==> config.mk <==
export PLATFORM = sky130hd
export DESIGN_NAME = hvac_sequencer
export DESIGN_NICKNAME = d
export VERILOG_FILES = /design/src/rtl/hvac_sequencer.sv
export SDC_FILE = /design/constraint.sdc
export NUM_CORES = 1
export LEC_CHECK = 0
export BUFFER_PORTS_ARGS = -buffer_cell sky130_fd_sc_hd__buf_2
export CAP_MARGIN = 20
export CORE_MARGIN = 3
export CORE_UTILIZATION = 33
export DETAILED_ROUTE_END_ITERATION = 16
export GPL_ROUTABILITY_DRIVEN = 0
export GPL_TIMING_DRIVEN = 0
export MAX_ROUTING_LAYER = met4
export PLACE_DENSITY = 0.58
export SETUP_SLACK_MARGIN = 0.15
export SYNTH_ARGS = -nofsm -noshare
export SYNTH_HDL_FRONTEND = slang
export SYNTH_SLANG_ARGS = --single-unit
==> constraint.sdc <==
create_clock -name clk -period 2.5 [get_ports clk]
set_clock_uncertainty 0.1 [all_clocks]
set_input_delay 0.375 -clock clk [delete_from_list [all_inputs] [get_ports clk]]
set_output_delay 0.375 -clock clk [all_outputs]
set_load 0.01 [all_outputs]
==> src/rtl/hvac_sequencer.sv <==
// HVAC plant sequencer: turns thermostat heat/cool requests into interlocked
// heater, cooler and fan enables with min-on, fan purge and anti-short-cycle lockout.
module hvac_sequencer #(
  parameter int MIN_ON  = 4,
  parameter int PURGE   = 2,
  parameter int MIN_OFF = 3,
  parameter int CNT_W   = 16
) (
  input  logic       clk,
  input  logic       rst_n,
  input  logic       enable,
  input  logic       heat_req,
  input  logic       cool_req,
  output logic       heater_en,
  output logic       cooler_en,
  output logic       fan_en,
  output logic [2:0] state,
  output logic       conflict,
  output logic [7:0] heat_starts,
  output logic [7:0] cool_starts
);

  typedef enum logic [2:0] {
    ST_IDLE    = 3'd0,
    ST_HEAT    = 3'd1,
    ST_COOL    = 3'd2,
    ST_PURGE   = 3'd3,
    ST_LOCKOUT = 3'd4
  } state_t;

  localparam logic [CNT_W-1:0] ON_LAST    = CNT_W'(MIN_ON - 1);
  localparam logic [CNT_W-1:0] PURGE_LAST = CNT_W'(PURGE - 1);
  localparam logic [CNT_W-1:0] OFF_LAST   = CNT_W'(MIN_OFF - 1);
  localparam logic [CNT_W-1:0] TIMER_MAX  = '1;

  state_t           cur;
  logic [CNT_W-1:0] timer;
  logic             valid_heat;
  logic             valid_cool;

  assign valid_heat = enable & heat_req & ~cool_req;
  assign valid_cool = enable & cool_req & ~heat_req;
  assign state      = cur;

  // Enables are assigned from the state being entered so they line up with it.
  always_ff @(posedge clk or negedge rst_n) begin
    if (!rst_n) begin
      cur         <= ST_IDLE;
      timer       <= '0;
      heater_en   <= 1'b0;
      cooler_en   <= 1'b0;
      fan_en      <= 1'b0;
      conflict    <= 1'b0;
      heat_starts <= 8'd0;
      cool_starts <= 8'd0;
    end else begin
      conflict <= heat_req & cool_req;
      case (cur)
        ST_IDLE: begin
          timer <= '0;
          if (valid_heat) begin
            cur       <= ST_HEAT;
            heater_en <= 1'b1;
            cooler_en <= 1'b0;
            fan_en    <= 1'b1;
            if (heat_starts != 8'hFF) heat_starts <= heat_starts + 8'd1;
          end else if (valid_cool) begin
            cur       <= ST_COOL;
            heater_en <= 1'b0;
            cooler_en <= 1'b1;
            fan_en    <= 1'b1;
            if (cool_starts != 8'hFF) cool_starts <= cool_starts + 8'd1;
          end else begin
            heater_en <= 1'b0;
            cooler_en <= 1'b0;
            fan_en    <= 1'b0;
          end
        end
        ST_HEAT: begin
          // Dropping enable overrides the minimum on-time.
          if (!enable || (timer >= ON_LAST && !valid_heat)) begin
            cur       <= ST_PURGE;
            timer     <= '0;
            heater_en <= 1'b0;
            cooler_en <= 1'b0;
            fan_en    <= 1'b1;
          end else begin
            if (timer != TIMER_MAX) timer <= timer + 1'b1;
            heater_en <= 1'b1;
            cooler_en <= 1'b0;
            fan_en    <= 1'b1;
          end
        end
        ST_COOL: begin
          if (!enable || (timer >= ON_LAST && !valid_cool)) begin
            cur       <= ST_PURGE;
            timer     <= '0;
            heater_en <= 1'b0;
            cooler_en <= 1'b0;
            fan_en    <= 1'b1;
          end else begin
            if (timer != TIMER_MAX) timer <= timer + 1'b1;
            heater_en <= 1'b0;
            cooler_en <= 1'b1;
            fan_en    <= 1'b1;
          end
        end
        ST_PURGE: begin
          heater_en <= 1'b0;
          cooler_en <= 1'b0;
          if (timer >= PURGE_LAST) begin
            cur    <= ST_LOCKOUT;
            timer  <= '0;
            fan_en <= 1'b0;
          end else begin
            timer  <= timer + 1'b1;
            fan_en <= 1'b1;
          end
        end
        ST_LOCKOUT: begin
          heater_en <= 1'b0;
          cooler_en <= 1'b0;
          fan_en    <= 1'b0;
          if (timer >= OFF_LAST) begin
            cur   <= ST_IDLE;
            timer <= '0;
          end else begin
            timer <= timer + 1'b1;
          end
        end
        default: begin
          cur       <= ST_IDLE;
          timer     <= '0;
          heater_en <= 1'b0;
          cooler_en <= 1'b0;
          fan_en    <= 1'b0;
        end
      endcase
    end
  end

endmodule

==> flow_summary.yaml, run 1 <==
sta:
  slew_violations: 0
  hold_violations: 0
  slew_headroom_pct: 41.97
  worst_pin_slew_ps: 870.5
  max_freq_ghz: 0.4581
  rsz0062_at_grt: "false"
  setup_ws_ps: 316.9
  tns_ps: 0
  period_needed_ps: 2183
  setup_viol: 0
  min_period_over_period_pct: 87.32
critical_path:
  r2r_slack_ps: 320
  path_class: "flip-flop to flip-flop"
  r2r-start: "timer[0]$_DFF_PN0_"
  crit_fanout: 9
  crit_arrival_ps: 2230
  ff2ff_path_depth: 7
  critPathMaxStageDelay_ps: 420
  cp_slowest_cell: "dfrtp_2"
  crit_chain: "ha_1 -> and3_1 -> nand2_1 -> or3_1 -> clkbuf_2 -> o31ai_1 -> o22ai_1"
  required_ps: 2550
  start_kind: "flip-flop"
  timing.rr.end: "timer[1]$_DFF_PN0_"
  cp-end-kind: "flip-flop"
die:
  row_count: 28
  io_pins: 28
  coreArea_um2: 5991
  die_w_um: 84.93
  initial_core_util_pct: 34.31
  die_area_um2: 7212
  die_y_um: 84.93
yosys:
  synthCells: 195
  postSynthAreaPerCell_um2: 10.54
  synth-async-reset-ratio_pct: 100.0
  synth_fp_nets: 206
  yosysMostFrequentCell: "dfrtp_1"
  ys_top_cells_by_area: "dfrtp_1 47%, xnor2_1 6.4%, ha_1 3.7%, xor2_1 3.4%, a21oi_1 3.2%"
  synthTopCellsByCount: "39 x dfrtp_1, 15 x nand2_1, 15 x xnor2_1, 14 x nor2_1, 13 x a21oi_1"
  ys_ff_latch: 39
  synth_area_um2: 2056
  synth_top_area_share_pct: 47.47
  seq_area_frac_synth_pct: 47.47
  yosysTopAreaCell: "dfrtp_1"
  ys.flop_type: "dfrtp_1"
  ys_types: 40
  synth_edf_count: 0
  yosys_warnings: 0
clock_network:
  h-tree-depth: 2
  clockRootBuffer: "clkbuf_8"
  cts_buffers: 5
  tritoncts: "yes"
  clock_sinks: 39
  clock_path_buffers: 2
  insertion_delay_ps: 300
  clk_pin_slew_ps: 80
placement:
  preCtsSetupSlack_ps: 174.4
  dp_hpwl_mm: 2.942
  dp_cells: 297
  io_buffers: 27
pwr:
  power_frac_comb_pct: 33.9
  power_frac_seq_pct: 43.5
  peakVddDrop_mv: 0.4837
  internal_power_uw: 1288
  p_switching_uw: 763.1
  p_clk_share_pct: 22.6
  p_leak_uw: 0.001067
  powerDensity_nw_per_um2: 855.2
  switching_share_pct: 37.20
route:
  first_pass_iters: 4
  detail_route.wl_per_cell_um: 13.21
  wl_mm: 4.041
  via_per_inst: 5.052
  drtAntennaViolNets: 0
  drcViolationCount: 0
  vias: 1546
  first_iter_violations: 105
job:
  cap_violations: 0
cells_and_area:
  nNetsFinal: 241
  final_cells: 306
  n_antenna_cell: 0
  syn2layout_area_growth_pct: 16.68
  drive_gt1_share_pct: 24.24
hold_path:
  worstHoldPathType: "input pin to async pin"
grt:
  grt_usage_pct: 12.70
  grt_start_max_net_pins: 40
  antenna_found_initial: 0
  grt_pass1_vias: 1510
  grt_pass1_wl_mm: 7.210
  grt_overflow_total: 0
run_status:
  status: "completed"
[cell usage in the layout, fill, tap and decap left out, drive strengths merged]
cell,n
ha,6
or4b,2
o2bb2ai,1
nand3b,2
inv,4
xnor2,15
a31oi,4
clkinv,1
o22ai,1
a211oi,1
buf,30
and4,4
dfrtp,39
a2111oi,1
nand3,6
and4b,1
or2,2
a311oi,2
and2,3
clkbuf,7
nand2,15
o32ai,3
nand2b,6
and4bb,2
o21ai,8
mux2,4
nand4,5
or3,2
a21oi,13
mux2i,1
nor3,4
o31ai,1
and3,5
xor2,8
nor4,4
clkinvlp,1
nor2,16
a21o,1
[through the flow]
step	cell area (um2)	utilization (%)	power (uW)	hold slack, ps
2_1_floorplan	2056	-	1359	-20.59
3_3_place_gp	2285	38.14	1592	373.9
3_5_place_dp	2285	38.14	1601	377.3
4_1_cts	2384	39.79	2068	131.1
5_1_grt	2399	40.04	2229	166.7
6_report	2399	40.04	2051	87.26
[power groups by stage]
stage	sequential, uW	combinational (uW)	clock (uW)
floorplan	929	430	0
global placement	900	691	0
detailed placement	903	698	0
CTS	891	701	477
global route	925	800	504
finish	892	696	463
[flip-flops by register name, indices dropped and copies added (netlist names)]
signal and count:
cool_starts 8, heater_en 1, state 3, fan_en 1
timer 16, conflict 1, heat_starts 8, cooler_en 1
[how the worst max path moves through the flow]
stage / end / from / depth (start not counted)
finish: timer[1]$_DFF_PN0_ / timer[0]$_DFF_PN0_ / 7
global route: timer[14]$_DFF_PN0_ / timer[4]$_DFF_PN0_ / 6
CTS: state[1]$_DFFE_PN0P_ / timer[1]$_DFF_PN0_ / 6
detailed placement: state[1]$_DFFE_PN0P_ / timer[1]$_DFF_PN0_ / 6
global placement: state[1]$_DFFE_PN0P_ / timer[1]$_DFF_PN0_ / 6
floorplan: cool_starts[1]$_DFFE_PN0P_ / state[1]$_DFFE_PN0P_ / 3
[repair_timing]
action,4_1_cts,5_1_grt
hold buffers,0,0
gates resized for setup,0,7
buffers inserted,0,1
endpoints found under the setup margin,0,7
[layout make-up]
type,instances,area [um2]
fill,612,3592
multi-input combinational,149,1055
sequential,39,978.4
timing repair buffer,28,142.6
tap,75,93.84
clock buffer,6,82.58
clock inverter,2,16.27
buffer,3,15.01
inverter,4,15.01
[worst max-delay path: cells and delay by family (launching register included)]
| kind | cells | cell delay [ps] |
|---|---|---|
| DFF | 1 | 420 |
| and+or+nand+nor | 3 | 820 |
| buffers and inverters | 1 | 200 |
| AOI/OAI and AO/OA | 2 | 260 |
| adders and majority gates | 1 | 230 |
[routing by layer]
metal	global-route usage, %	wire length, um	up-vias
li1	-	-	784
met1	16.80	2039	731
met2	18.72	1773	23
met3	2.524	131	8
met4	5.899	96	0
met5	-	0	-
[cells by family (layout without fill, tap and decap cells)]
| group | after synthesis | in the layout | share of synthesized area, % |
|---|---|---|---|
| xor gates and xnor gates | 23 | 23 | 9.799 |
| DFF | 39 | 39 | 47.47 |
| buffers and inverters | 7 | 43 | 1.400 |
| and+or+nand+nor | 79 | 79 | 22.58 |
| muxes | 5 | 5 | 2.678 |
| adders and majority gates | 6 | 6 | 3.652 |
| AOI/OAI and AO/OA | 36 | 36 | 12.42 |
Power figures use the tool's default switching activity.
==> inputs of run 2 (changes only) <==
Settings changed: ABC_AREA set to 1, PLACE_DENSITY 0.58 to 0.59, SKIP_CTS_REPAIR_TIMING set to 1.
==> run 2 against run 1 <==
Routed wire length is 33% higher. Highest routed layer is now met3. Non-clock buffer count down 4. Sequential power decreased by 2%. Clock power up 14%. Sequential share of layout area decreased by 7.7 points. Via count increased by 41%. Flip-flop and latch count unchanged. Combinational power rose by 31%. Register-to-register slack better by 370 ps. Largest power group is now combinational logic.
==> flow_summary.yaml, run 2 <==
yosys:
  ys_ff_latch: 39
  synth_area_um2: 2580
  synth_top_family_by_area: "simple AND/OR/NAND/NOR gates"
  seq_area_frac_synth_pct: 37.83
  synthCells: 336
  yosys_warnings: 0
  synth_xor_area_share_pct: 7.129
  ys_types: 29
  synth_top_area_share_pct: 37.83
  yosysTopAreaCell: "dfrtp_1"
  synthTopCellsByCount: "66 x nand2_1, 55 x nand3_1, 42 x inv_1, 39 x dfrtp_1, 39 x nor2_1"
  synth_mux_area_share_pct: 0
  ys_top_cells_by_area: "dfrtp_1 38%, nand3_1 11%, nand2_1 9.6%, inv_1 6.1%, nor2_1 5.7%"
  yosysMostFrequentCell: "nand2_1"
  ys.flop_type: "dfrtp_1"
  synth_edf_count: 0
  synth-compound-area-share_pct: 4.801
  yosys.area_share.simple_pct: 40.64
  synth_adder_area_share_pct: 2.910
  postSynthAreaPerCell_um2: 7.678
  synth-async-reset-ratio_pct: 100.0
  synth_fp_nets: 347
cells_and_area:
  layout.cells.most_common: "nand2_1"
  final_area_um2: 2952
  n_antenna_cell: 0
  nNetsFinal: 381
  final_cell_mix: "66 x nand2_1, 55 x nand3_1, 42 x inv_1, 39 x nor2_1, 39 x dfrtp_1"
  syn2layout_area_growth_pct: 14.40
  final_util_pct: 39.84
  largest_reg_flops: 16
  drive_gt1_share_pct: 19.68
  fillers: 765
  reg_top3: "timer: 16 flops, cool_starts: 8 flops, heat_starts: 8 flops"
  largest-register: "timer"
pwr:
  switching_share_pct: 40.30
  power_uw: 2315
  power_frac_comb_pct: 39.3
  peakVddDrop_mv: 0.2438
  internal_power_uw: 1382
  power_frac_seq_pct: 37.8
  p_leak_uw: 0.001484
  p_switching_uw: 933.2
  p_clk_share_pct: 22.9
  powerDensity_nw_per_um2: 784.5
clock_network:
  clock_sinks: 39
  clock_path_buffers: 2
  cts_buffers: 5
  clockRootBuffer: "clkbuf_8"
  h-tree-depth: 2
  tritoncts: "yes"
  clk_pin_slew_ps: 80
  insertion_delay_ps: 290
critical_path:
  crit_fanout: 6
  crit_arrival_ps: 1940
  required_ps: 2630
  cp-end-kind: "flip-flop"
  cp_slowest_cell: "dfrtp_1"
  start_kind: "flip-flop"
  critPathMaxStageDelay_ps: 450
  path_class: "flip-flop to flip-flop"
  crit_chain: "ha_1 -> nand2_2 -> nor2_4 -> nand2_2 -> nor2_2 -> xor2_1 -> nand3_1 -> nand3_1"
die:
  die_w_um: 94.42
  row_count: 31
  die_area_um2: 8915
  die_y_um: 94.42
  coreArea_um2: 7408
  io_pins: 28
  initial_core_util_pct: 34.83
grt:
  grt_pass1_wl_mm: 9.280
  antenna_found_initial: 0
  grt_overflow_total: 0
  grt_pass1_vias: 1940
  grt_start_max_net_pins: 40
  grt_usage_pct: 13.34
route:
  wl_met2_mm: 2.372
  first_pass_iters: 5
  via_per_inst: 4.628
  first_iter_violations: 120
  vias: 2175
  routed-wl-met3_um: 215
  detail_route.wl_per_cell_um: 11.46
  wl_mm: 5.387
  top_layer: "met3"
  drcViolationCount: 0
  drtAntennaViolNets: 0
  drt-met1-wl_mm: 2.799
sta:
  rsz0062_at_grt: "false"
  setup_viol: 0
  min_period_over_period_pct: 72.53
  period_needed_ps: 1813
  max_freq_ghz: 0.5515
  hold_violations: 0
  slew_headroom_pct: 39.93
  slew_violations: 0
  tns_ps: 0
  worst_pin_slew_ps: 901.1
placement:
  dp_hpwl_mm: 4.150
  dpl_cell_area_um2: 2839
  io_buffers: 27
run_status:
  status: "completed"
hold_path:
  worstHoldPathType: "input pin to async pin"
job:
  cap_violations: 0
-- run 2: area by class of cell --
type | count | area [um2] | area share (%)
Tap cell | 99 | 123.9 | 4.197
Timing Repair Buffer | 27 | 135.1 | 4.578
Inverter | 46 | 172.7 | 5.850
Clock inverter | 3 | 43.79 | 1.484
Multi-Input combinational cell | 251 | 1431 | 48.50
Sequential cell | 39 | 975.9 | 33.06
Clock buffer | 5 | 68.82 | 2.331
-- run 2: metrics by stage --
stage          hold slack (ps)  setup slack (ps)  instances
2_1_floorplan           -20.59             883.9        336
3_3_place_gp             398.8             681.9        462
3_5_place_dp             403.2             671.7        462
4_1_cts                  141.5             657.6        470
5_1_grt                  177.9             494.1        470
6_report                 109.6             686.8        470
-- run 2: logic make-up (layout without fill, tap and decap cells) --
| family | Yosys count | in the layout |
|---|---|---|
| AO/OA/AOI/OAI | 18 | 18 |
| buffers and inverters | 46 | 81 |
| AND/OR/NAND/NOR | 206 | 206 |
| adder cells (fa/ha/maj) | 6 | 6 |
| XOR/XNOR | 21 | 21 |
| flip-flops | 39 | 39 |
-- run 2: power by group through the flow --
stage / clock network, uW / logic, uW / registers, uW
final: 530 / 911 / 874
after CTS: 553 / 926 / 875
after floorplan: 0 / 605 / 924
after global placement: 0 / 925 / 882
after global routing: 575 / 1050 / 892
after detailed placement: 0 / 924 / 887
-- run 2: metal layers --
layer / GRT usage, % / vias to the layer above
met4: 4.332 / 0
met3: 1.753 / 0
met1: 19.33 / 990
met2: 19.15 / 43
met5: - / -
li1: - / 1142
-- run 2: final timing paths --
| kind | depth (start not counted) | slack, ps | start | to |
|---|---|---|---|---|
| max reg2reg | 8 | 690 | timer[1]$_DFF_PN0_ | timer[0]$_DFF_PN0_ |
| min | 1 | 110 | rst_n | cool_starts[4]$_DFFE_PN0P_ |
| max | 8 | 690 | timer[1]$_DFF_PN0_ | timer[0]$_DFF_PN0_ |
| min in group clk | 3 | 210 | cool_req | conflict$_DFF_PN0_ |
| max in group asynchronous | 1 | 1630 | rst_n | timer[11]$_DFF_PN0_ |
| min reg2reg | 1 | 410 | heat_starts[4]$_DFFE_PN0P_ | heat_starts[4]$_DFFE_PN0P_ |
-- run 2: worst max-delay path: cells and delay by family, from the launching register on --
| family | cells | cell delay [ps] |
|---|---|---|
| XOR/XNOR | 1 | 230 |
| flip-flops | 1 | 450 |
| adder cells (fa/ha/maj) | 1 | 270 |
| AND/OR/NAND/NOR | 6 | 710 |
==> inputs of run 3 (changes only) <==
Clock period 2.5 ns to 1.8 ns, I/O delays scaled along.
==> run 3 against run 2 <==
Via count up 7.8%. Setup slack worse by 640 ps. Clock-buffer cell count unchanged. Global-route usage unchanged. Sequential share of layout area down 4.9 points. Critical path type unchanged.
==> flow_summary.yaml, run 3 (synthesis gave the netlist of run 2 again) <==
route:
  drtAntennaViolNets: 0
  vias: 2344
  drcViolationCount: 0
  first_iter_violations: 147
  wl_mm: 6.126
  first_pass_iters: 4
  detail_route.wl_per_cell_um: 12.38
  via_per_inst: 4.735
cells_and_area:
  largest_reg_flops: 16
  nNetsFinal: 406
  layout.cells.most_common: "nand2_1"
  reg_top3: "timer: 16 flops, cool_starts: 8 flops, heat_starts: 8 flops"
  drive_gt1_share_pct: 38.64
  n_antenna_cell: 0
  final_cell_mix: "59 x nand2_1, 37 x nand3_1, 36 x inv_1, 36 x dfrtp_1, 34 x nor2_1"
  syn2layout_area_growth_pct: 35.06
  largest-register: "timer"
  final_cells: 495
critical_path:
  cp_slowest_cell: "dfrtp_2"
  start_kind: "flip-flop"
  cp-end-kind: "flip-flop"
  crit_fanout: 7
  critPathMaxStageDelay_ps: 490
  crit_chain: "ha_4 -> inv_2 -> nand2_2 -> nor2_4 -> nand2_4 -> nand2_4 -> nand2_8 -> nand2_8 -> nor2_8 -> nand3_1 -> nand2_1"
  required_ps: 1930
  timing.rr.end: "state[0]$_DFFE_PN0P_"
  r2r_slack_ps: 40
  crit_arrival_ps: 1890
  r2r-start: "timer[1]$_DFF_PN0_"
  crit_family: "simple AND/OR/NAND/NOR gates"
  ff2ff_path_depth: 11
  path_buf_inv: 1
  path_class: "flip-flop to flip-flop"
grt:
  grt_start_max_net_pins: 40
  grt_overflow_total: 0
  antenna_found_initial: 0
  grt_pass1_vias: 1940
  grt_pass1_wl_mm: 9.280
  grt_usage_pct: 13.34
sta:
  max_freq_ghz: 0.5697
  period_needed_ps: 1755
  setup_viol: 0
  worst_pin_slew_ps: 898.2
  rsz0062_at_grt: "true"
  min_period_over_period_pct: 97.52
  whs_ps: 1.160
  hold_violations: 0
  slew_violations: 0
  slew_headroom_pct: 40.12
die:
  row_count: 31
  initial_core_util_pct: 34.83
  die_w_um: 94.42
  coreArea_um2: 7408
  die_y_um: 94.42
  io_pins: 28
  die_area_um2: 8915
clock_network:
  cts_buffers: 5
  clockRootBuffer: "clkbuf_8"
  tritoncts: "yes"
  clock_path_buffers: 2
  clk_pin_slew_ps: 80
  clock_sinks: 39
  insertion_delay_ps: 290
  h-tree-depth: 2
pwr:
  internal_power_uw: 2122
  power_frac_seq_pct: 34.4
  power_frac_comb_pct: 45.2
  p_clk_share_pct: 20.4
  powerDensity_nw_per_um2: 1039
  switching_share_pct: 41.41
  p_switching_uw: 1500
  peakVddDrop_mv: 0.4560
  p_leak_uw: 0.001674
job:
  cap_violations: 0
run_status:
  status: "completed"
placement:
  dp_cells: 462
  io_buffers: 27
  dp_hpwl_mm: 4.150
hold_path:
  worstHoldPathType: "input pin to async pin"
run 3: worst max-delay path by stage:
stage | from | to | cells after the start
6_report | timer[1]$_DFF_PN0_ | state[0]$_DFFE_PN0P_ | 11
5_1_grt | timer[1]$_DFF_PN0_ | state[1]$_DFFE_PN0P_ | 11
4_1_cts | timer[0]$_DFF_PN0_ | timer[1]$_DFF_PN0_ | 8
3_5_place_dp | timer[1]$_DFF_PN0_ | timer[1]$_DFF_PN0_ | 8
3_3_place_gp | timer[1]$_DFF_PN0_ | timer[1]$_DFF_PN0_ | 8
2_1_floorplan | timer[0]$_DFF_PN0_ | state[0]$_DFFE_PN0P_ | 11
run 3: cell type report:
class,instances,area (um2)
clock buffer,5,68.82
clock inverter,3,43.79
fill,696,3924
inverter,46,180.2
multi-input combinational,251,1727
sequential,39,979.7
tap,99,123.9
timing repair buffer,52,361.6
run 3: per-stage QoR:
stage	setup TNS [ps]	worst slack, ps	utilization [%]	total power (uW)	instance area, um2
3_5_place_dp	-32.49	-28.33	38.32	2516	2839
6_report	0	44.66	47.04	3621	3485
3_3_place_gp	-18.13	-18.13	38.32	2509	2839
2_1_floorplan	0	183.9	-	2124	2580
4_1_cts	-162.4	-42.35	39.84	3269	2952
5_1_grt	-287.3	-56.02	47.04	3900	3485
run 3: power groups by stage:
stage                     sequential (uW)  clock, uW  combinational (uW)
after global placement               1220          0                1280
after global routing                 1270        799                1830
after floorplan                      1280          0                 841
after detailed placement             1230          0                1280
final                                1250        738                1640
after CTS                            1220        767                1290
run 3: routing by layer:
metal  wire length [um]  part of all wire (%)  track usage [%]  up-vias
met5                  0                     0                -        -
met4                 68                   1.1            4.332        0
met3                255                   4.2            1.753        8
met2               2868                    47            19.15       43
met1               2934                    48            19.33     1093
li1                   -                     -                -     1200
